File: src/rtl/leap_ctrl_pkg.sv
// Shared types and defaults for the pipeline stall / leap sequencer.
package leap_ctrl_pkg;

    typedef enum logic [1:0] {
        RUN    = 2'd0,
        MISS   = 2'd1,
        FULL   = 2'd2,
        RESUME = 2'd3
    } leap_state_t;

    localparam int unsigned LEAP_MAX_DEFAULT = 4;
    localparam int unsigned PERF_W_DEFAULT   = 32;

    // WAW guard: a leaped EX result must not be overwritten by the older load
    // still pending in MA. x0 is never a real destination.
    function automatic logic waw_hazard(input logic       wr,
                                        input logic [4:0] ex_rd,
                                        input logic [4:0] ma_rd);
        return wr && (ex_rd != 5'd0) && (ex_rd == ma_rd);
    endfunction

endpackage

File: src/rtl/leap_ctrl_if.sv
// Pipeline-side signal bundle between the core datapath and leap_ctrl.
interface leap_ctrl_if
    import leap_ctrl_pkg::*;
#(
    parameter int unsigned LEAP_MAX = LEAP_MAX_DEFAULT,
    parameter int unsigned PERF_W   = PERF_W_DEFAULT
);
    localparam int unsigned LC_W = $clog2(LEAP_MAX + 1);

    // Pipeline status into the sequencer
    logic            imem_resp;
    logic            dmem_req;
    logic            dmem_resp;
    logic            leap_ok;
    logic            ex_valid;
    logic            ex_is_ctrl;
    logic            ex_writes_rd;
    logic [4:0]      ex_rd;
    logic [4:0]      ma_rd;

    // Sequencer controls back to the pipeline
    logic            stall_if;
    logic            stall_id;
    logic            stall_ex;
    logic            stall_ma;
    logic            bubble_wb;
    logic            leap_fire;
    logic            wb_leap;
    logic [LC_W-1:0] leap_cnt;
    logic [PERF_W-1:0] perf_leaps;

    modport master (
        output imem_resp, dmem_req, dmem_resp, leap_ok, ex_valid,
               ex_is_ctrl, ex_writes_rd, ex_rd, ma_rd,
        input  stall_if, stall_id, stall_ex, stall_ma, bubble_wb,
               leap_fire, wb_leap, leap_cnt, perf_leaps
    );

    modport slave (
        input  imem_resp, dmem_req, dmem_resp, leap_ok, ex_valid,
               ex_is_ctrl, ex_writes_rd, ex_rd, ma_rd,
        output stall_if, stall_id, stall_ex, stall_ma, bubble_wb,
               leap_fire, wb_leap, leap_cnt, perf_leaps
    );

endinterface

File: src/rtl/leap_ctrl_sat_counter.sv
// Saturating up-counter with synchronous clear; holds at all-ones.
module sat_counter #(
    parameter int unsigned W = 32
) (
    input  logic         clk,
    input  logic         i_clr,
    input  logic         i_inc,
    output logic [W-1:0] o_count
);

    logic [W-1:0] r_count;

    // Count enabled events, sticking at the maximum value
    always_ff @(posedge clk) begin
        if (i_clr) begin
            r_count <= '0;
        end else if (i_inc && (r_count != '1)) begin
            r_count <= r_count + W'(1);
        end
    end

    assign o_count = r_count;

endmodule

File: src/rtl/leap_ctrl.sv
// Stall and leapfrog sequencer: freezes the pipe on a D-cache miss and lets
// independent EX instructions bypass the stalled MA stage into WB.
module leap_ctrl
    import leap_ctrl_pkg::*;
#(
    parameter int unsigned LEAP_MAX = LEAP_MAX_DEFAULT,
    parameter int unsigned PERF_W   = PERF_W_DEFAULT
) (
    input  logic        clk,
    input  logic        rst,
    leap_ctrl_if.slave  bus
);

    localparam int unsigned LC_W = $clog2(LEAP_MAX + 1);
    localparam logic [LC_W-1:0] LC_LAST = LC_W'(LEAP_MAX - 1);

    leap_state_t     r_state;
    leap_state_t     w_next_state;
    logic [LC_W-1:0] r_leap_cnt;
    logic            r_wb_leap;
    logic            w_can_leap;
    logic            w_leap_fire;
    logic            w_stall_front;
    logic            w_stall_ma;
    logic            w_bubble_wb;
    logic [PERF_W-1:0] w_perf;

    // State register
    always_ff @(posedge clk) begin
        if (rst) begin
            r_state <= RUN;
        end else begin
            r_state <= w_next_state;
        end
    end

    // Next-state and stall/bubble/leap decode; dmem_resp always beats a leap
    always_comb begin
        w_next_state  = r_state;
        w_stall_front = 1'b0;
        w_stall_ma    = 1'b0;
        w_bubble_wb   = 1'b0;
        w_leap_fire   = 1'b0;
        w_can_leap    = bus.ex_valid && bus.leap_ok && !bus.ex_is_ctrl &&
                        bus.imem_resp && !bus.dmem_resp &&
                        !waw_hazard(bus.ex_writes_rd, bus.ex_rd, bus.ma_rd);
        case (r_state)
            RUN: begin
                if (bus.dmem_req && !bus.dmem_resp) begin
                    w_stall_front = 1'b1;
                    w_stall_ma    = 1'b1;
                    w_bubble_wb   = 1'b1;
                    w_next_state  = MISS;
                end else if (!bus.imem_resp) begin
                    w_stall_front = 1'b1;
                    w_stall_ma    = 1'b1;
                end
            end
            MISS: begin
                if (bus.dmem_resp) begin
                    w_stall_front = 1'b1;
                    w_next_state  = RESUME;
                end else if (w_can_leap) begin
                    w_stall_ma  = 1'b1;
                    w_leap_fire = 1'b1;
                    if (r_leap_cnt == LC_LAST) begin
                        w_next_state = FULL;
                    end
                end else begin
                    w_stall_front = 1'b1;
                    w_stall_ma    = 1'b1;
                    w_bubble_wb   = 1'b1;
                end
            end
            FULL: begin
                if (bus.dmem_resp) begin
                    w_stall_front = 1'b1;
                    w_next_state  = RESUME;
                end else begin
                    w_stall_front = 1'b1;
                    w_stall_ma    = 1'b1;
                    w_bubble_wb   = 1'b1;
                end
            end
            RESUME: begin
                // MA only holds a fresh instruction after this edge, so a
                // request seen now is not yet treated as a miss.
                if (!bus.imem_resp) begin
                    w_stall_front = 1'b1;
                    w_stall_ma    = 1'b1;
                end
                w_next_state = RUN;
            end
            default: begin
                w_next_state = RUN;
            end
        endcase
    end

    // Per-miss leap count, cleared as the pipe resumes
    always_ff @(posedge clk) begin
        if (rst || (r_state == RESUME)) begin
            r_leap_cnt <= '0;
        end else if (w_leap_fire) begin
            r_leap_cnt <= r_leap_cnt + LC_W'(1);
        end
    end

    // Flag that WB holds a leaped instruction this cycle
    always_ff @(posedge clk) begin
        if (rst) begin
            r_wb_leap <= 1'b0;
        end else begin
            r_wb_leap <= w_leap_fire;
        end
    end

    sat_counter #(
        .W (PERF_W)
    ) u_perf (
        .clk     (clk),
        .i_clr   (rst),
        .i_inc   (w_leap_fire),
        .o_count (w_perf)
    );

    assign bus.stall_if   = w_stall_front;
    assign bus.stall_id   = w_stall_front;
    assign bus.stall_ex   = w_stall_front;
    assign bus.stall_ma   = w_stall_ma;
    assign bus.bubble_wb  = w_bubble_wb;
    assign bus.leap_fire  = w_leap_fire;
    assign bus.wb_leap    = r_wb_leap;
    assign bus.leap_cnt   = r_leap_cnt;
    assign bus.perf_leaps = w_perf;

endmodule

File: src/flat_wrapper.sv
// flat-port wrapper written by rule: the top's interface ports become plain ports
module leap_ctrl_flat import leap_ctrl_pkg::*;
#(
    parameter int unsigned LEAP_MAX = LEAP_MAX_DEFAULT,
    parameter int unsigned PERF_W   = PERF_W_DEFAULT
)
  (clk, rst, bus_imem_resp, bus_dmem_req, bus_dmem_resp, bus_leap_ok, bus_ex_valid, bus_ex_is_ctrl, bus_ex_writes_rd, bus_ex_rd, bus_ma_rd, bus_stall_if, bus_stall_id, bus_stall_ex, bus_stall_ma, bus_bubble_wb, bus_leap_fire, bus_wb_leap, bus_leap_cnt, bus_perf_leaps);
  leap_ctrl_if #(.LEAP_MAX(LEAP_MAX), .PERF_W(PERF_W)) bus_i ();
  input  logic clk;
  input  logic rst;
  input wire logic [$bits(bus_i.imem_resp)-1:0] bus_imem_resp;
  input wire logic [$bits(bus_i.dmem_req)-1:0] bus_dmem_req;
  input wire logic [$bits(bus_i.dmem_resp)-1:0] bus_dmem_resp;
  input wire logic [$bits(bus_i.leap_ok)-1:0] bus_leap_ok;
  input wire logic [$bits(bus_i.ex_valid)-1:0] bus_ex_valid;
  input wire logic [$bits(bus_i.ex_is_ctrl)-1:0] bus_ex_is_ctrl;
  input wire logic [$bits(bus_i.ex_writes_rd)-1:0] bus_ex_writes_rd;
  input wire logic [$bits(bus_i.ex_rd)-1:0] bus_ex_rd;
  input wire logic [$bits(bus_i.ma_rd)-1:0] bus_ma_rd;
  output wire logic [$bits(bus_i.stall_if)-1:0] bus_stall_if;
  output wire logic [$bits(bus_i.stall_id)-1:0] bus_stall_id;
  output wire logic [$bits(bus_i.stall_ex)-1:0] bus_stall_ex;
  output wire logic [$bits(bus_i.stall_ma)-1:0] bus_stall_ma;
  output wire logic [$bits(bus_i.bubble_wb)-1:0] bus_bubble_wb;
  output wire logic [$bits(bus_i.leap_fire)-1:0] bus_leap_fire;
  output wire logic [$bits(bus_i.wb_leap)-1:0] bus_wb_leap;
  output wire logic [$bits(bus_i.leap_cnt)-1:0] bus_leap_cnt;
  output wire logic [$bits(bus_i.perf_leaps)-1:0] bus_perf_leaps;
  assign bus_i.imem_resp = bus_imem_resp;
  assign bus_i.dmem_req = bus_dmem_req;
  assign bus_i.dmem_resp = bus_dmem_resp;
  assign bus_i.leap_ok = bus_leap_ok;
  assign bus_i.ex_valid = bus_ex_valid;
  assign bus_i.ex_is_ctrl = bus_ex_is_ctrl;
  assign bus_i.ex_writes_rd = bus_ex_writes_rd;
  assign bus_i.ex_rd = bus_ex_rd;
  assign bus_i.ma_rd = bus_ma_rd;
  assign bus_stall_if = bus_i.stall_if;
  assign bus_stall_id = bus_i.stall_id;
  assign bus_stall_ex = bus_i.stall_ex;
  assign bus_stall_ma = bus_i.stall_ma;
  assign bus_bubble_wb = bus_i.bubble_wb;
  assign bus_leap_fire = bus_i.leap_fire;
  assign bus_wb_leap = bus_i.wb_leap;
  assign bus_leap_cnt = bus_i.leap_cnt;
  assign bus_perf_leaps = bus_i.perf_leaps;
  leap_ctrl #(.LEAP_MAX(LEAP_MAX), .PERF_W(PERF_W)) u_core (.clk(clk), .rst(rst), .bus(bus_i));
endmodule
File: config.mk
export PLATFORM = sky130hd
export DESIGN_NAME = leap_ctrl_flat
export DESIGN_NICKNAME = d
export VERILOG_FILES = /design/src/rtl/leap_ctrl_pkg.sv /design/src/rtl/leap_ctrl_if.sv /design/src/rtl/leap_ctrl_sat_counter.sv /design/src/rtl/leap_ctrl.sv /design/src/flat_wrapper.sv
export SDC_FILE = /design/constraint.sdc
export NUM_CORES = 1
export LEC_CHECK = 0
export CORE_UTILIZATION = 30
export CTS_BUF_LIST = sky130_fd_sc_hd__clkbuf_16
export CTS_CLUSTER_SIZE = 28
export DETAILED_ROUTE_END_ITERATION = 8
export PLACE_DENSITY = 0.59
export SYNTH_ARGS = -nofsm -noshare
export SYNTH_HDL_FRONTEND = slang
export SYNTH_HIERARCHICAL = 1
export SYNTH_SLANG_ARGS = --single-unit
export TNS_END_PERCENT = 5
File: constraint.sdc
create_clock -name clk -period 3.4 [get_ports clk]
set_input_delay 1.02 -clock clk [delete_from_list [all_inputs] [get_ports clk]]
set_output_delay 1.02 -clock clk [all_outputs]
set_load 0.01 [all_outputs]
======== Yosys cells after proc, flatten, opt, wreduce, memory -nomap -nowiden ========
Cells that the tools add are included.
storage, ports and cells
  bits in registers ....................... 38
  memory bits (read-only) ................. 0
  bits in latches ......................... 0
  output and inout port bits .............. 42
  bits in writable memories ............... 0
  memories ................................ 0
  word-level logic and storage cells ...... 52
operators by class
  mux-type cells .......................... 19
  multipliers ............................. 0
  reduce and logical (&&, ||, !) cells .... 17
  bitwise operators ....................... 0
  div/mod/pow operators ................... 0
  equal/unequal tests ..................... 10
  $lt $le $gt $ge ......................... 0
  shift operators ......................... 0
  $add $sub $neg .......................... 2
operators with widths
  operator                 number
  $add A32 B1 Y32 const B  1
  $ne A32 B32 Y1 const B   1
  $mux W1                  10
  $mux W2                  5
  $logic_and A1 B1 Y1      9
  $pmux W2 S4              1
  $ne A3 B2 Y1 const B     2
  $pmux W1 S3              2
  $eq A5 B5 Y1             1
  $reduce_bool A5 Y1       1
  $eq A2 B2 Y1 const B     2
  $pmux W1 S4              1
  $reduce_and A4 Y1        1
  $add A3 B1 Y3 const B    1
  $eq A3 B2 Y1 const B     1
  $logic_not A1 Y1         3
  $eq A2 B1 Y1 const B     1
  $logic_not A2 Y1         1
  $ne A2 B1 Y1 const B     1
  $ne A2 B2 Y1 const B     1
  $reduce_or A2 Y1         1
  $logic_or A1 B1 Y1       1

======== Longest topological paths before layout ========
Gate-level depths: netlist of the first run.
  word-level depth ........................ 9
  gate-level depth with buffers ........... 9
  depth with buffers taken out ............ 9

======== Hierarchy ========
The synthesis of the first run kept the hierarchy.
by module, submodules not included
  module       times used  area each (µm²)  cells each
  sat_counter  1           1674.1           199
  leap_ctrl    1           589.3            65

======== Worst setup path before layout of the first run ========
No wires, ideal clock.
  path type ............................... input to register
  start ................................... input port bus_ex_rd[0]
  end ..................................... register u_core.u_perf.r_count[31], in the netlist u_core/u_perf/o_count[31]
  arrival ................................. 3.626 ns
  library setup time ...................... 0.121 ns
  setup slack ............................. -0.347 ns
  cell stages on the path ................. 9
  path through ............................ or4_4 > a21oi_4 > o311ai_2 > inv_1 > nand4_1 > nor4_2 > nand4_1 > nor4_1 > mux2_2
between the ends
  cells in the longest elaborated chain, start to end .. 9
RTL lines
  element                  RTL line                     RTL
  start: declaration       flat_wrapper.sv:18           input wire logic [$bits(bus_i.ex_rd)-1:0] bus_ex_rd;
  $reduce_bool A5 Y1       leap_ctrl_pkg.sv:19          return wr && (ex_rd != 5'd0) && (ex_rd == ma_rd);
  $logic_and A1 B1 Y1      leap_ctrl_pkg.sv:19
  $logic_and A1 B1 Y1 (*)  leap_ctrl_pkg.sv:19
  $logic_not A1 Y1 (*)     leap_ctrl.sv:46              !waw_hazard(bus.ex_writes_rd, bus.ex_rd, bus.ma_rd);
  $logic_and A1 B1 Y1 (*)  leap_ctrl.sv:45              bus.imem_resp && !bus.dmem_resp &&
  $mux W1 (*)              leap_ctrl.sv:63              end else if (w_can_leap) begin
  $mux W1 (*)              leap_ctrl.sv:60              if (bus.dmem_resp) begin
  $mux W1 (*)              leap_ctrl.sv:47              case (r_state)
  via bus_leap_fire        flat_wrapper.sv:25           output wire logic [$bits(bus_i.leap_fire)-1:0] bus_leap_fire;
  $logic_and A1 B1 Y1 (*)  leap_ctrl_sat_counter.sv:17  end else if (i_inc && (r_count != '1)) begin
  end signal: assignment   leap_ctrl_sat_counter.sv:18  r_count <= r_count + W'(1);
  end: declaration         leap_ctrl_sat_counter.sv:11  logic [W-1:0] r_count;
Mark *: on every way through the listed nets, which the timed path passes. The rest lies on a longest branch.
A chain may end at the register's enable or synchronous reset.

======== Worst setup path after layout of the first run ========
  start ................................... input port bus_ex_rd[3]
  end ..................................... output port bus_bubble_wb
between the ends
  cells in the longest elaborated chain, start to end .. 8
RTL lines
  element                  RTL line             RTL
  $reduce_bool A5 Y1       leap_ctrl_pkg.sv:19
  $logic_and A1 B1 Y1      leap_ctrl_pkg.sv:19
  $logic_and A1 B1 Y1 (*)  leap_ctrl_pkg.sv:19
  $logic_not A1 Y1 (*)     leap_ctrl.sv:46
  $logic_and A1 B1 Y1 (*)  leap_ctrl.sv:45
  $mux W1 (*)              leap_ctrl.sv:63
  $mux W1 (*)              leap_ctrl.sv:60
  $pmux W1 S3 (*)          leap_ctrl.sv:47
  end: declaration         flat_wrapper.sv:24   output wire logic [$bits(bus_i.bubble_wb)-1:0] bus_bubble_wb;
Every way passes the cells marked *; elsewhere a longest branch is shown, timed or not.

==> results of run 1 <==
-- registers in the layout (all words and copies together) (netlist names) --
| register | cells |
|---|---|
| u_core/u_perf/o_count | 32 |
| u_core/bus.leap_cnt | 3 |
| u_core/r_state | 2 |
| u_core/bus.wb_leap | 1 |
-- area by class of cell --
type / count / area [sq um]
inverters: 8 / 30.0
clock inverters: 3 / 12.5
well taps: 99 / 124
multi-input cells: 205 / 1540
repair buffers: 113 / 1010
flip-flops and latches: 38 / 761
clock buffers: 5 / 125
fillers: 714 / 3690
-- per-layer routing --
| layer | vias to the layer above | GRT usage (%) | part of all wire [%] |
|---|---|---|---|
| met5 | - | 0 | 0 |
| met4 | 0 | 5.87 | 2.2 |
| met3 | 12 | 3.82 | 4.9 |
| met2 | 63 | 31.0 | 51 |
| met1 | 1129 | 19.4 | 42 |
| li1 | 1211 | - | - |
-- cell families after synthesis --
logic type,after synthesis
multiplexers,6
XOR/XNOR,12
buffers and inverters,21
AND/OR/NAND/NOR,114
flip-flops,38
AO/OA/AOI/OAI,65
adder cells (fa/ha/maj),8
-- worst max path at each step --
stage            startpoint                         to  slack [ns]  cells past startpoint
2_1_floorplan  bus_ex_rd[0]  u_core/u_perf/o_count[31]       -0.05                      9
6_report       bus_ex_rd[3]              bus_bubble_wb       -0.14                      9
3_5_place_dp   bus_ex_rd[0]               bus_stall_id       -0.78                      7
5_1_grt        bus_ex_rd[3]              bus_bubble_wb       -0.20                      9
3_3_place_gp   bus_ex_rd[0]               bus_stall_if       -0.72                      7
4_1_cts        bus_ex_rd[3]  u_core/u_perf/o_count[27]        -0.1                     14
-- through the flow --
| step | utilization [%] | cell area [sq um] |
|---|---|---|
| detailed placement | 43.9 | 3200 |
| global route | 49.5 | 3610 |
| floorplan | - | 2280 |
| CTS | 48.2 | 3520 |
| global placement | 43.9 | 3200 |
| finish | 49.5 | 3610 |
-- worst max-delay path, stage by stage --
cell      delay, ns
buf_6          0.09
or4_4          0.54
a21oi_4        0.15
buf_4          0.13
buf_6          0.09
o31ai_4        0.06
a21oi_2        0.19
a211oi_2       0.09
buf_2          0.15
-- report_power, final --
group          leakage [nW]  internal (mW)  switching (mW)
sequential            0.306          0.456          0.0135
combinational         0.915          0.151           0.172
clock                0.0724          0.265           0.173
-- repair_timing --
item / CTS / global route
gates resized for setup: 70 / 20
buffers inserted: 17 / 4
endpoints found under the setup margin: 26 / 18
pin swaps: 22 / 10
-- layout by cell type, fill, tap and decap left out, drive strengths merged, types with 3 or more instances in the layout --
cell           synthesis  layout
o31ai                 13      13
and2                   3       3
nor3                   4       4
nor2                  19      19
ha                     8       8
o21ai                 13      13
dlygate4sd2            0       6
a211oi                 3       3
nand4                 10      10
mux2i                  4       4
or4                   13      13
nor4                   5       5
clkdlybuf4s50          0      40
dfxtp                 38      38
a2111oi                3       3
and3                   4       4
clkbuf                 8       6
buf                    5      61
xnor2                 10      10
nand2                 13      13
inv                    8       9
nor2b                  3       3
nor3b                  3       3
nand2b                 3       3
clkdlybuf4s15          0       4
nand3                 15      15
and4                   4       4
a21oi                 24      24
or3                   11      11
==> run summary, run 1 <==
Post-Place Worst Slack -> -0.780 ns
Proportion of layout cells with a drive suffix above 1 -> 28.2%
Post-Synth Simple-Gate Area -> 29.7%
Largest area contributor in the netlist -> dfxtp_1
Crit start category -> input port
WL final -> 6410 um
DR vias/cell -> 5.13
Final worst slack -> -0.136 ns
Relative slew slack -> 56.1%
RR Startpoint -> u_core/r_state[1]
Most numerous cell in the Yosys netlist -> dfxtp_1
Worst Tran Pin Value -> 0.654 ns
Reg clk slew, reported paths -> 0.05 ns
Post-synth EDFFs -> 0
Worst-skew pair later-pin latency -> 0.28 ns
Cell count after synthesis -> 264
Routed Antenna Nets -> 0
Rows -> 31
R2R cell count -> 12
Core Area -> 7290 sq um
Fin Clk Skew -> 0.00705 ns
Post-synthesis mux area share -> 2.76%
Total track usage -> 17.0%
Largest cells by area after synthesis -> dfxtp_1 (34%), a21oi_1 (5.1%), ha_1 (4.4%)
Tmin final -> 3.54 ns
FMAX -> 283 MHz
Clk buf depth -> 2
Worst hold endpoint -> u_core/u_perf/o_count[15]
R2R Setup Slk -> 0.72 ns
I/O pin count -> 61
Synth Area in XOR/XNOR -> 4.64%
Cts bufs inserted -> 5
CP Capture Type -> output port
Hpwl dp -> 4430 um
Sequential-to-total area share from yosys stat -> 33.6%
LEAKAGE -> 1.29 nW
Mapped cell area -> 2260 sq um
Fin nets -> 398
Power consumption -> 1.23 mW
Status -> finished, violations left
Clock Sinks -> 38
Post-Synth Adder-Cell Area -> 4.42%
Inst Count DP -> 443
Remaining global-route overflow -> 0
Final setup viols -> 8
Hold Crit Start -> u_core/u_perf/o_count[15]
Failing checks -> negative setup slack
Die X -> 88.9 um
Post-route insts no fill -> 471
Port bufs -> 60
Die Ht -> 88.9 um
Worst EP arrival -> 2.52 ns
Syn Area/Cell -> 8.57 sq um
Period utilization -> 104%
Initial Util -> 31.0%
Vias in the first global route -> 2306
Synth Area in Compound Gates -> 20.8%
Synth warn -> 6
Fin. Hold Viols -> 0
Ys flop type -> dfxtp_1
Final Wtd Congestion -> 0.717
CP Max Fanout -> 2
Worst R2R End -> u_core/u_perf/o_count[19]
Largest net degree at the start of global routing -> 23
Die area -> 7900 sq um
Crit path required time -> 2.38 ns
Drt drc -> 0
Hold path depth -> 2
Hold Crit Class -> flip-flop to flip-flop
Number of max-cap violations -> 0
First-pass GRT wire length -> 10500 um
Routed vias -> 2415
Slew Limit Fails -> 0
WL/cell -> 13.6 um
Max IR drop VDD -> 0.000233 V
RSZ-0062 raised after global routing -> yes
Initial antenna violation count -> 0
Hold Buf Count CTS -> 0
Synth top area share -> 33.6%
Setup TNS -> -0.678 ns
Root buf cell -> clkbuf_16
Crit path kind -> input port to output port
Post-Syn Nets -> 291
Minimum hold slack -> 0.492 ns
Layout area overhead -> 59.3%
Initial DRC count -> 78
# diodes -> 0
#FFs+latches synth -> 38
Synth unique cells -> 51
Largest family of logic cells by synthesized area -> simple AND/OR/NAND/NOR gates
Cell Pwr Density -> 342 nW/um^2
H-Tree Depth -> 2
DR pass1 iterations -> 4
Async S/R FF share, synth -> 0%
CTS tree -> built
Post-synth top cells -> dfxtp_1 (38), a21oi_1 (23), nor2_1 (19)
No activity file was read; power rests on OpenSTA's default activity.
==> run 2, diff against run 1 <==
- CAP_MARGIN: unset -> 20
- clock period: 3.4 -> 3.2 ns (I/O delays scaled with it)
==> run summary, run 2 (synthesized netlist as in run 1, its figures left out) <==
Stages on worst setup path -> 8 (-1)
Initial DRC count -> 95 (+22%)
Slew Limit Fails -> 0 (unchanged)
Cell Pwr Density -> 374 nW/um^2 (+9.5%)
I/O pin count -> 61 (unchanged)
Hold Crit Class -> flip-flop to flip-flop
CP Capture Type -> output port
Final worst slack -> -0.124 ns (+0.0114 ns)
Most frequent cells in the layout -> clkdlybuf4s50_1 (41), dfxtp_1 (38), buf_4 (32)
CP max stage cell -> or4_4
Max IR drop VDD -> 0.000263 V (+13%)
Cts bufs inserted -> 5 (unchanged)
Most common cell after layout, fill and taps aside -> clkdlybuf4s50_1
CP Max Fanout -> 2 (unchanged)
Reg clk slew, reported paths -> 0.05 ns (about the same)
Worst path max stage delay -> 0.53 ns (about the same)
Clock Sinks -> 38 (unchanged)
Initial antenna violation count -> 0 (unchanged)
Minimum hold slack -> 0.497 ns (+0.00503 ns)
FMAX -> 301 MHz
Layout area overhead -> 52.4%
Root buf cell -> clkbuf_16
H-Tree Depth -> 2 (unchanged)
Crit start category -> input port
RSZ-0062 raised after global routing -> yes
Crit-path leading delay family -> simple AND/OR/NAND/NOR gates
DR pass1 iterations -> 4 (unchanged)
Routed vias -> 2336 (-3.3%)
Post-route insts no fill -> 457 (-3.0%)
Die Ht -> 88.9 um (unchanged)
Core Area -> 7290 sq um (unchanged)
Port bufs -> 60 (unchanged)
R2R Setup Slk -> 0.70 ns (-0.02 ns)
Worst-skew pair later-pin latency -> 0.28 ns (about the same)
Crit-path cells -> buf_6 -> or4_4 -> a21oi_4 -> buf_6 -> o31ai_4 -> a21oi_2 -> a211oi_2 -> buf_2
Crit path kind -> input port to output port
Final setup viols -> 7 (-1)
Remaining global-route overflow -> 0 (unchanged)
Relative slew slack -> 54.5% (-1.5 points)
Hold Buf Count CTS -> 0 (unchanged)
Die area -> 7900 sq um (unchanged)
Hold path depth -> 2 (unchanged)
Worst EP arrival -> 2.36 ns (-0.16 ns)
Initial Util -> 31.0% (unchanged)
Rows -> 31 (unchanged)
Proportion of layout cells with a drive suffix above 1 -> 24.0% (-4.2 points)
First-pass GRT wire length -> 9920 um (-5.6%)
Crit path top cell by count -> buf_6
Fin Clk Skew -> 0.00520 ns (-0.00185 ns)
Fill cells -> 731 (+2.4%)
Fin. Hold Viols -> 0 (unchanged)
Drt drc -> 0 (unchanged)
Routed Antenna Nets -> 0 (unchanged)
Clk buf depth -> 2 (unchanged)
# diodes -> 0 (unchanged)
CTS tree -> built
Final Wtd Congestion -> 0.736 (+2.8%)
LEAKAGE -> 1.20 nW (-7.5%)
Max reg flops -> 32 (unchanged)
Largest net degree at the start of global routing -> 23 (unchanged)
R2R cell count -> 11 (-1)
Fin nets -> 384 (-3.5%)
Period utilization -> 104%
Die X -> 88.9 um (unchanged)
WL/cell -> 13.3 um (-2.3%)
Status -> finished, violations left
Crit path required time -> 2.24 ns (-0.14 ns)
Vias in the first global route -> 2152 (-6.7%)
WL final -> 6080 um (-5.2%)
Inst Count DP -> 445 (+0.45%)
CP bufs+invs -> 3 (-1)
Worst Tran Pin Value -> 0.677 ns (+0.0228 ns)
Hpwl dp -> 4460 um (+0.69%)
Failing checks -> negative setup slack
Tmin final -> 3.32 ns
Number of max-cap violations -> 0 (unchanged)
Total track usage -> 15.9% (-1.0 points)
DR vias/cell -> 5.11 (-0.31%)
==> run 2: worst paths after layout <==
kind	startpoint	end
setup / recovery	bus_ex_rd[2]	bus_bubble_wb
hold / removal	u_core/u_perf/o_count[15]	u_core/u_perf/o_count[15]
setup reg to reg	u_core/r_state[1]	u_core/u_perf/o_count[19]
hold reg to reg	u_core/u_perf/o_count[15]	u_core/u_perf/o_count[15]
==> run 2: routing by layer <==
| metal | part of all wire (%) | global-route usage, % | vias up |
|---|---|---|---|
| met3 | 5.6 | 3.64 | 6 |
| li1 | - | - | 1183 |
| met1 | 45 | 19.3 | 1089 |
| met4 | 0.94 | 4.40 | 0 |
| met5 | 0 | 0 | - |
| met2 | 49 | 28.2 | 58 |
==> run 2: tightest hold or removal path, cell delays in order, from the launching register on <==
cell	delay, ns
dfxtp_1	0.33
o31ai_1	0.07
a21oi_1	0.06
==> run 2: layout make-up <==
class | count | area, sq um | area share (%)
clock inverter | 3 | 12.5 | 0.363
timing repair buffer | 99 | 887 | 25.7
sequential | 38 | 761 | 22.1
multi-input combinational | 205 | 1510 | 43.8
clock buffer | 5 | 125 | 3.63
tap | 99 | 124 | 3.59
inverter | 8 | 30.0 | 0.871
==> run 2: where the power goes <==
group / internal (mW) / leakage (nW) / switching [mW]
clock network: 0.281 / 0.0724 / 0.182
registers: 0.485 / 0.306 / 0.0151
logic: 0.148 / 0.818 / 0.179
total: 0.914 / 1.20 / 0.376
==> run 2: per-stage QoR <==
| stage | setup WS [ns] | total power, mW | util, % | setup TNS (ns) | instance area, sq um |
|---|---|---|---|---|---|
| after floorplan | -0.190 | 0.720 | - | -1.16 | 2280 |
| after global placement | -0.799 | 0.843 | 44.1 | -15.11 | 3220 |
| after detailed placement | -0.834 | 0.847 | 44.1 | -15.57 | 3220 |
| after CTS | -0.148 | 1.30 | 47.0 | -0.940 | 3430 |
| after global routing | -0.182 | 1.36 | 47.3 | -1.17 | 3450 |
| final | -0.124 | 1.29 | 47.3 | -0.552 | 3450 |
==> run 2: repair_timing <==
item | in CTS | in global routing
pin swaps | 20 | 7
buffers inserted | 4 | 0
setup endpoints to repair | 29 | 18
gates resized for setup | 68 | 7
endpoints found under the hold margin | 0 | 0
==> run 3, diff against run 2 <==
- DONT_BUFFER_PORTS: unset -> 1
- PLACE_DENSITY: 0.59 -> 0.48
==> run summary, run 3 (synthesized netlist as in run 1, its figures left out) <==
Status -> finished clean
RSZ-0062 raised after global routing -> yes
Reg clk slew, reported paths -> 0.05 ns (about the same)
Layout area overhead -> 15.5%
Number of max-cap violations -> 0 (unchanged)
Die Ht -> 88.9 um (unchanged)
Final setup viols -> 0 (-7)
Power share of the clock group -> 38.8% (+2.9 points)
Hold Buf Count CTS -> 0 (unchanged)
Drt drc -> 0 (unchanged)
WL/cell -> 14.9 um (+12%)
Worst-skew pair later-pin latency -> 0.28 ns (about the same)
Clk buf depth -> 2 (unchanged)
Vias in the first global route -> 1794 (-17%)
R2R Setup Slk -> 0.76 ns (+0.06 ns)
CP Max Fanout -> 3 (+1)
Worst Tran Pin Value -> 0.552 ns (-0.125 ns)
Cell Int Power -> 0.864 mW (-5.5%)
Hpwl dp -> 4090 um (-8.4%)
Fill cells -> 789 (+7.9%)
Combinational share of power -> 19.9% (-5.4 points)
Slew Limit Fails -> 0 (unchanged)
Relative slew slack -> 62.9% (+8.4 points)
Die X -> 88.9 um (unchanged)
CP Capture Type -> output port
Clock Sinks -> 38 (unchanged)
# diodes -> 0 (unchanged)
CTS tree -> built
Fin Clk Skew -> 0.00414 ns (-0.00106 ns)
LEAKAGE -> 0.831 nW (-31%)
Fin nets -> 300 (-22%)
Worst EP arrival -> 2.23 ns (-0.13 ns)
Routed Antenna Nets -> 0 (unchanged)
Crit path kind -> input port to output port
Sw power -> 0.342 mW (-9.1%)
Final worst slack -> 0.0104 ns (+0.135 ns)
Largest net degree at the start of global routing -> 43 (+87%)
WL final -> 5580 um (-8.3%)
Total track usage -> 15.2% (-0.73 points)
Rows -> 31 (unchanged)
Max reg flops -> 32 (unchanged)
DR vias/cell -> 5.38 (+5.2%)
Initial DRC count -> 90 (-5.3%)
Proportion of layout cells with a drive suffix above 1 -> 14.2% (-9.8 points)
Initial antenna violation count -> 0 (unchanged)
Crit path required time -> 2.24 ns (about the same)
Die area -> 7900 sq um (unchanged)
Port bufs -> 0 (-100%)
Initial Util -> 31.0% (unchanged)
Post-Place Worst Slack -> -0.0380 ns (+0.796 ns)
Routed vias -> 2006 (-14%)
Cell Pwr Density -> 461 nW/um^2 (+23%)
Root buf cell -> clkbuf_16
Post-Route Utilization -> 35.9% (-11 points)
Share of power burned in registers -> 41.4% (+2.7 points)
Minimum hold slack -> 0.537 ns (+0.0398 ns)
Most common cell after layout, fill and taps aside -> dfxtp_1
Cts bufs inserted -> 5 (unchanged)
Fin. Hold Viols -> 0 (unchanged)
Remaining global-route overflow -> 0 (unchanged)
Core Area -> 7290 sq um (unchanged)
Post-CTS Setup Bufs -> 0 (-4)
Sw frac -> 28.3% (-0.80 points)
H-Tree Depth -> 2 (unchanged)
FMAX -> 314 MHz (+4.2%)
I/O pin count -> 61 (unchanged)
First-pass GRT wire length -> 9200 um (-7.3%)
Tmin final -> 3.19 ns (-0.135 ns)
Hold Crit Class -> flip-flop to flip-flop
Period utilization -> 99.7% (-4.2 points)
DR pass1 iterations -> 4 (unchanged)
Most frequent cells in the layout -> dfxtp_1 (38), a21oi_1 (22), nor2_1 (19)
Final Wtd Congestion -> 0.749 (+1.7%)
Crit start category -> input port
Max IR drop VDD -> 0.000350 V (+33%)
-- run 3: per-stage QoR --
stage | setup TNS (ns) | instance area, sq um | std cells | power (mW)
after floorplan | -1.16 | 2280 | 264 | 0.720
after global placement | -0.0464 | 2460 | 365 | 0.743
after detailed placement | -0.137 | 2460 | 365 | 0.743
after CTS | 0 | 2610 | 373 | 1.22
after global routing | -0.152 | 2620 | 373 | 1.28
final | 0 | 2620 | 373 | 1.21
-- run 3: power by group through the flow --
stage / Clock (mW) / Sequential, mW / Combinational, mW
6_report: 0.467 / 0.499 / 0.239
5_1_grt: 0.505 / 0.500 / 0.269
4_1_cts: 0.484 / 0.499 / 0.240
3_5_place_dp: 0 / 0.509 / 0.233
3_3_place_gp: 0 / 0.510 / 0.233
2_1_floorplan: 0 / 0.505 / 0.214
-- run 3: final timing paths --
path | startpoint | end | cells after the start
setup / recovery | bus_ex_rd[0] | bus_stall_id | 6
hold / removal | u_core/u_perf/o_count[15] | u_core/u_perf/o_count[15] | 2
setup reg to reg | u_core/u_perf/o_count[13] | u_core/u_perf/o_count[30] | 5
hold reg to reg | u_core/u_perf/o_count[15] | u_core/u_perf/o_count[15] | 2
-- run 3: layout make-up --
type / instances / area (sq um) / area share, %
Clock buffer: 5 / 125 / 4.78
Clock inverter: 3 / 12.5 / 0.478
Inverter: 8 / 30.0 / 1.15
Multi-Input combinational cell: 205 / 1450 / 55.5
Sequential cell: 38 / 761 / 29.1
Tap cell: 99 / 124 / 4.74
Timing Repair Buffer: 15 / 113 / 4.31
-- run 3: metal layers --
layer / wire, um / vias up / track usage [%]
li1: - / 1023 / -
met1: 2480 / 929 / 18.1
met2: 2700 / 50 / 25.9
met3: 325 / 4 / 4.57
met4: 68 / 0 / 5.57
met5: 0 / - / 0
-- run 3: timing repair --
item	CTS	global route
pin swaps	1	3
setup endpoints to repair	3	3
cloned	0	0
gates resized for setup	1	2
-- run 3: critical path, cell delays in order --
cell,delay (ns)
or4_4,0.53
a21oi_4,0.23
o31ai_4,0.08
a21oi_2,0.18
o21ai_1,0.08
buf_4,0.17
==> RTL change 1, RTL diff (config.mk and constraints of run 3) <==
Change the package constant `LEAP_MAX_DEFAULT` from 4 to 2.
--- a/src/rtl/leap_ctrl_pkg.sv
+++ b/src/rtl/leap_ctrl_pkg.sv
@@ -8,7 +8,7 @@
         RESUME = 2'd3
     } leap_state_t;
 
-    localparam int unsigned LEAP_MAX_DEFAULT = 4;
+    localparam int unsigned LEAP_MAX_DEFAULT = 2;
     localparam int unsigned PERF_W_DEFAULT   = 32;
 
     // WAW guard: a leaped EX result must not be overwritten by the older load
Ports: changed (resized bus_leap_cnt); port bits go from 61 to 60. No check against the original RTL was run, so the function may have changed too.
==> RTL change 1 against run 3 <==
Cell area fell by 0.91%; non-clock buffer count rose by 6; via count rose by 0.80%; core utilization rose by 1.7 points; routed wire length rose by 1.6%; area after synthesis fell by 3.8%; global-route usage rose by 1.0 points; worst setup slack improved by 0.061 ns; total power rose by 1.7%; sequential power fell by 2%; fmax rose by 1.9%; critical endpoint is now bus_stall_if; sequential cell count fell by 1; count of clock-buffer cells in the layout did not move; critical path type unchanged.
==> RTL change 1: results (changes against run 3) <==
stage,metric,value,unit,change
setup_path,timing.critical_path.max_delay_family,simple AND/OR/NAND/NOR gates,,was compound AO/OA/AOI/OAI gates
place,placed_cells,366,,was 365
grt,grt.total_usage,16.2,%,was 15.2%
place,pre_cts_ws,-0.188,ns,was -0.0380 ns
sta,worst_hold_slack,0.542,ns,was 0.537 ns
grt,global_route_wire_length_before_repair,9510,µm,was 9200 µm
layout,fin_nets,304,,was 300
detailed_routing,total_routed_wirelength,5670,µm,was 5580 µm
grt,first_global_vias,1954,,"was 1,794"
yosys,synth.lib_cells_used.distinct,45,,was 51
detailed_routing,vias_per_cell,5.39,,was 5.38
yosys,yosys.area.top_type_share,34.0,%,was 33.6%
pwr,leakage,0.826,nW,was 0.831 nW
detailed_routing,drt-wirelength-per-cell,15.1,µm,was 14.9 µm
setup_path,critPathArrivalTime,2.17,ns,was 2.23 ns
pwr,power_density,473,nW/µm²,was 461 nW/µm²
place,gp_congestion,0.766,,was 0.749
sta,worst_pin_slew,0.615,ns,was 0.552 ns
detailed_routing,dr.first_iter.drc_count,95,,was 90
sta,setup_ws,0.0709,ns,was 0.0104 ns
layout,post_route_cells_drive_above_1_share,15.4,%,was 14.2%
yosys,synthesis.nets,289,,was 291
yosys,synthTopCellsByArea,"sky130_fd_sc_hd__dfxtp_1, sky130_fd_sc_hd__a21oi_1, sky130_fd_sc_hd__o31ai_1",,"was sky130_fd_sc_hd__dfxtp_1, sky130_fd_sc_hd__a21oi_1, sky130_fd_sc_hd__ha_1"
outcome,run_status,finished clean,,unchanged
place,placed_area,2420,µm²,was 2460 µm²
[RTL change 1: worst reg2reg max path, stage by stage, from the launching register on]
cell and delay, ns:
sky130_fd_sc_hd__dfxtp_1 0.46, sky130_fd_sc_hd__nand3_1 0.25, sky130_fd_sc_hd__or3_1 0.58, sky130_fd_sc_hd__or3_4 0.45, sky130_fd_sc_hd__or4_1 0.47, sky130_fd_sc_hd__a21oi_1 0.14
[RTL change 1: cells by family (layout without fill, tap and decap cells)]
group / count (synthesis) / count (layout) / share of synthesized area, %
simple gates: 117 / 117 / 31.2
compound gates: 63 / 63 / 18.9
flops: 37 / 37 / 34.0
buf+inv: 21 / 37 / 4.14
xor+xnor: 11 / 11 / 4.42
fa+ha+maj: 7 / 7 / 4.02
mux: 7 / 7 / 3.33
[RTL change 1: timing repair]
| action | CTS | global route |
|---|---|---|
| setup endpoints to repair | 4 | 6 |
| setup buffers | 1 | 0 |
| pin swaps | 3 | 1 |
| gates cloned | 0 | 0 |
| gates resized for setup | 4 | 2 |
[RTL change 1: layout make-up]
cell class / instances / area [µm²] / share of cell area [%]
Tap cell: 96 / 120 / 4.64
Multi-Input combinational cell: 205 / 1400 / 54.2
Inverter: 8 / 30.0 / 1.16
Sequential cell: 37 / 741 / 28.6
Clock buffer: 5 / 125 / 4.83
Clock inverter: 3 / 13.8 / 0.531
Timing Repair Buffer: 21 / 158 / 6.08
[RTL change 1: layer usage]
| layer | track usage, % | vias up | share of wire [%] |
|---|---|---|---|
| met5 | 0 | - | 0 |
| met4 | 6.41 | 0 | 1.4 |
| met3 | 6.35 | 7 | 7.6 |
| met2 | 27.2 | 52 | 46 |
| met1 | 18.5 | 944 | 45 |
| li1 | - | 1019 | - |
==> RTL change 2, RTL diff (flow settings as in run 3) <==
Without the edit above. Encoding of `leap_state_t`: now Gray code (2 bits for 4 states).
--- a/src/rtl/leap_ctrl_pkg.sv
+++ b/src/rtl/leap_ctrl_pkg.sv
@@ -2,10 +2,10 @@
 package leap_ctrl_pkg;
 
     typedef enum logic [1:0] {
-        RUN    = 2'd0,
-        MISS   = 2'd1,
-        FULL   = 2'd2,
-        RESUME = 2'd3
+        RUN    = 2'b00,
+        MISS   = 2'b01,
+        FULL   = 2'b11,
+        RESUME = 2'b10
     } leap_state_t;
 
     localparam int unsigned LEAP_MAX_DEFAULT = 4;
Function: no difference found for any inputs over 10 cycles, from zero or initial values and one cycle with rst high; not proved beyond that.
==> RTL change 2 against run 3 <==
Sequential cell count unchanged; clock skew down 0.00088 ns; count of clock-buffer cells in the layout unchanged; via count fell by 6.9%; non-clock buffer count shrank 2; largest cell class unchanged; cell area fell by 8.1%; worst setup slack improved by 0.079 ns; routed wire length fell by 7.7%; global-route usage fell by 0.70 points; critical endpoint is now bus_stall_ex; area after synthesis fell by 7.2%; highest routed layer unchanged; synthesized cell count decreased by 7.2%.
Power is not compared: it rests on default switching activity, and its combinational part moved more than twofold at a synthesized area within 25%.
==> RTL change 2: results (changes against run 3) <==
stage,metric,value,unit,change
outcome,run_status,finished clean,,unchanged
layout,fin_util,35.4,%,was 35.9%
cts,cts_root_buffer,sky130_fd_sc_hd__clkbuf_16,,unchanged
grt,grtUsageMet1,19.3,%,was 18.1%
sta,finalClockSkew,0.00326,ns,was 0.00414 ns
pwr,internal_power,0.765,mW,
cts,clk_transition_reported_paths,0.05,ns,about the same
worst_hold_path,hold_path_class,flip-flop to flip-flop,,unchanged
grt,global_route_wire_length_before_repair,8550,µm,was 9200 µm
cts,clkLatencyLatePin,0.27,ns,
cts,cts.path.max_buffers,2,,unchanged
yosys,synth-async-reset-ratio,0,%,unchanged
grt,first_global_vias,1671,,"was 1,794"
layout,fillers,697,,was 789
place,dp_hpwl,3720,µm,was 4090 µm
yosys,yosys-top-cells-count,"sky130_fd_sc_hd__dfxtp_1, sky130_fd_sc_hd__a21oi_1, sky130_fd_sc_hd__nor2_1, sky130_fd_sc_hd__nand3_1",,unchanged
place,pre_cts_ws,-0.0639,ns,was -0.0380 ns
grt,grt_max_degree,46,,was 43
setup_path,slowest_delay,0.51,ns,was 0.53 ns
setup_path,critPathArrivalTime,2.15,ns,was 2.23 ns
pwr,leakage,0.738,nW,
grt,grt.total_usage,14.5,%,was 15.2%
layout,max_reg_flops,32,,unchanged
layout,post_route_cells_drive_above_1_share,13.1,%,was 14.2%
cts,post_cts_resized,0,,was 1
pwr,vdd_drop_max,0.189,mV,
yosys,ys_seq_area_share,36.2,%,was 33.6%
setup_path,critical_path.slowest_cell,sky130_fd_sc_hd__or4_4,,unchanged
sta,worst_pin_slew,0.592,ns,was 0.552 ns
yosys,synth-warning-count,6,,unchanged
detailed_routing,total_routed_wirelength,5150,µm,was 5580 µm
cts,ctsHtreeMaxLevel,2,,unchanged
grt,groute.layer.met2.usage,22.6,%,was 25.9%
detailed_routing,vias_per_cell,5.38,,about the same
layout,fin_nets,273,,was 300
yosys,synth.lib_cells_used.distinct,49,,was 51
yosys,number_of_enable_flip_flop_cells_after_synthesis,0,,unchanged
place,port-buffer-count,0,,unchanged
detailed_routing,dr.first_iter.drc_count,74,,was 90
die,start_util,30.9,%,was 31.0%
detailed_routing,first_pass_iters,4,,unchanged
layout,antenna_cells_inserted,0,,unchanged
yosys,synth_ff_type,sky130_fd_sc_hd__dfxtp_1,,unchanged
place,placed_area,2270,µm²,was 2460 µm²
place,gp_congestion,0.749,,about the same
cts,post-cts-setup-buffers,0,,unchanged
grt,global_route.usage.met3,4.33,%,was 4.57%
yosys,synthTopCellsByArea,"sky130_fd_sc_hd__dfxtp_1, sky130_fd_sc_hd__a21oi_1, sky130_fd_sc_hd__xnor2_1",,"was sky130_fd_sc_hd__dfxtp_1, sky130_fd_sc_hd__a21oi_1, sky130_fd_sc_hd__ha_1"
grt,antenna_found_initial,0,,unchanged
setup_path,timing.critical_path.max_delay_family,simple AND/OR/NAND/NOR gates,,was compound AO/OA/AOI/OAI gates
setup_path,critical_path.max_fanout,3,,unchanged
cts,number_of_cts_inserted_buffers,5,,unchanged
RTL change 2: changes by cell type in the layout (fill, tap and decap cells not counted), moves of 2 or more:
cell / change
sky130_fd_sc_hd__nand4_1: +2
sky130_fd_sc_hd__mux2i_1: -2
sky130_fd_sc_hd__buf_4: -2
sky130_fd_sc_hd__o21ai_0: -2
sky130_fd_sc_hd__ha_1: -5
sky130_fd_sc_hd__mux2_4: +2
sky130_fd_sc_hd__nor3_1: -2
sky130_fd_sc_hd__inv_1: -2
RTL change 2: cell type report:
class / instances / share of cell area (%)
sequential: 38 / 31.7
timing repair buffer: 13 / 4.06
inverter: 4 / 0.625
clock inverter: 2 / 0.313
clock buffer: 5 / 5.21
tap: 96 / 5.00
multi-input combinational: 189 / 53.1
RTL change 2: logic make-up (layout without fill, tap and decap cells):
kind of cell	count (synthesis)	in the layout	share of synthesized area (%)
buffers and inverters	18	24	3.75
multiplexers	6	6	3.45
AO/OA/AOI/OAI	58	58	18.8
AND/OR/NAND/NOR	110	110	31.0
adder cells (fa/ha/maj)	3	3	1.79
flip-flops	38	38	36.2
XOR/XNOR	12	12	5.00
RTL change 2: through the flow:
| stage | std cells | hold slack (ns) | total power, mW |
|---|---|---|---|
| floorplan | 245 | 0.508 | 0.515 |
| global placement | 340 | 0.525 | 0.509 |
| detailed placement | 340 | 0.533 | 0.509 |
| CTS | 347 | 0.540 | 0.968 |
| global route | 347 | 0.570 | 0.990 |
| finish | 347 | 0.538 | 0.952 |
RTL change 2: final timing paths:
kind / start / to / slack (ns) / cells past startpoint
worst max-delay path: bus_ex_rd[1] / bus_stall_ex / 0.09 / 6
worst min-delay path: u_core/u_perf/o_count[23]$_SDFFE_PP0P_ / u_core/u_perf/o_count[23]$_SDFFE_PP0P_ / 0.54 / 2
worst max register to register: u_core/u_perf/o_count[13]$_SDFFE_PP0P_ / u_core/u_perf/o_count[30]$_SDFFE_PP0P_ / 0.76 / 5
worst min register to register: u_core/u_perf/o_count[23]$_SDFFE_PP0P_ / u_core/u_perf/o_count[23]$_SDFFE_PP0P_ / 0.54 / 2
RTL change 2: power groups by stage:
| stage | Sequential [mW] | Clock [mW] | Combinational, mW |
|---|---|---|---|
| 3_3_place_gp | 0.486 | 0 | 0.0235 |
| 2_1_floorplan | 0.485 | 0 | 0.0294 |
| 4_1_cts | 0.475 | 0.469 | 0.0239 |
| 6_report | 0.475 | 0.454 | 0.0235 |
| 5_1_grt | 0.475 | 0.489 | 0.0263 |
| 3_5_place_dp | 0.485 | 0 | 0.0238 |
RTL change 2: routing by layer:
layer	routed length (µm)	up-vias
li1	-	936
met1	2480	886
met2	2340	42
met3	278	4
met4	47	0
met5	0	-
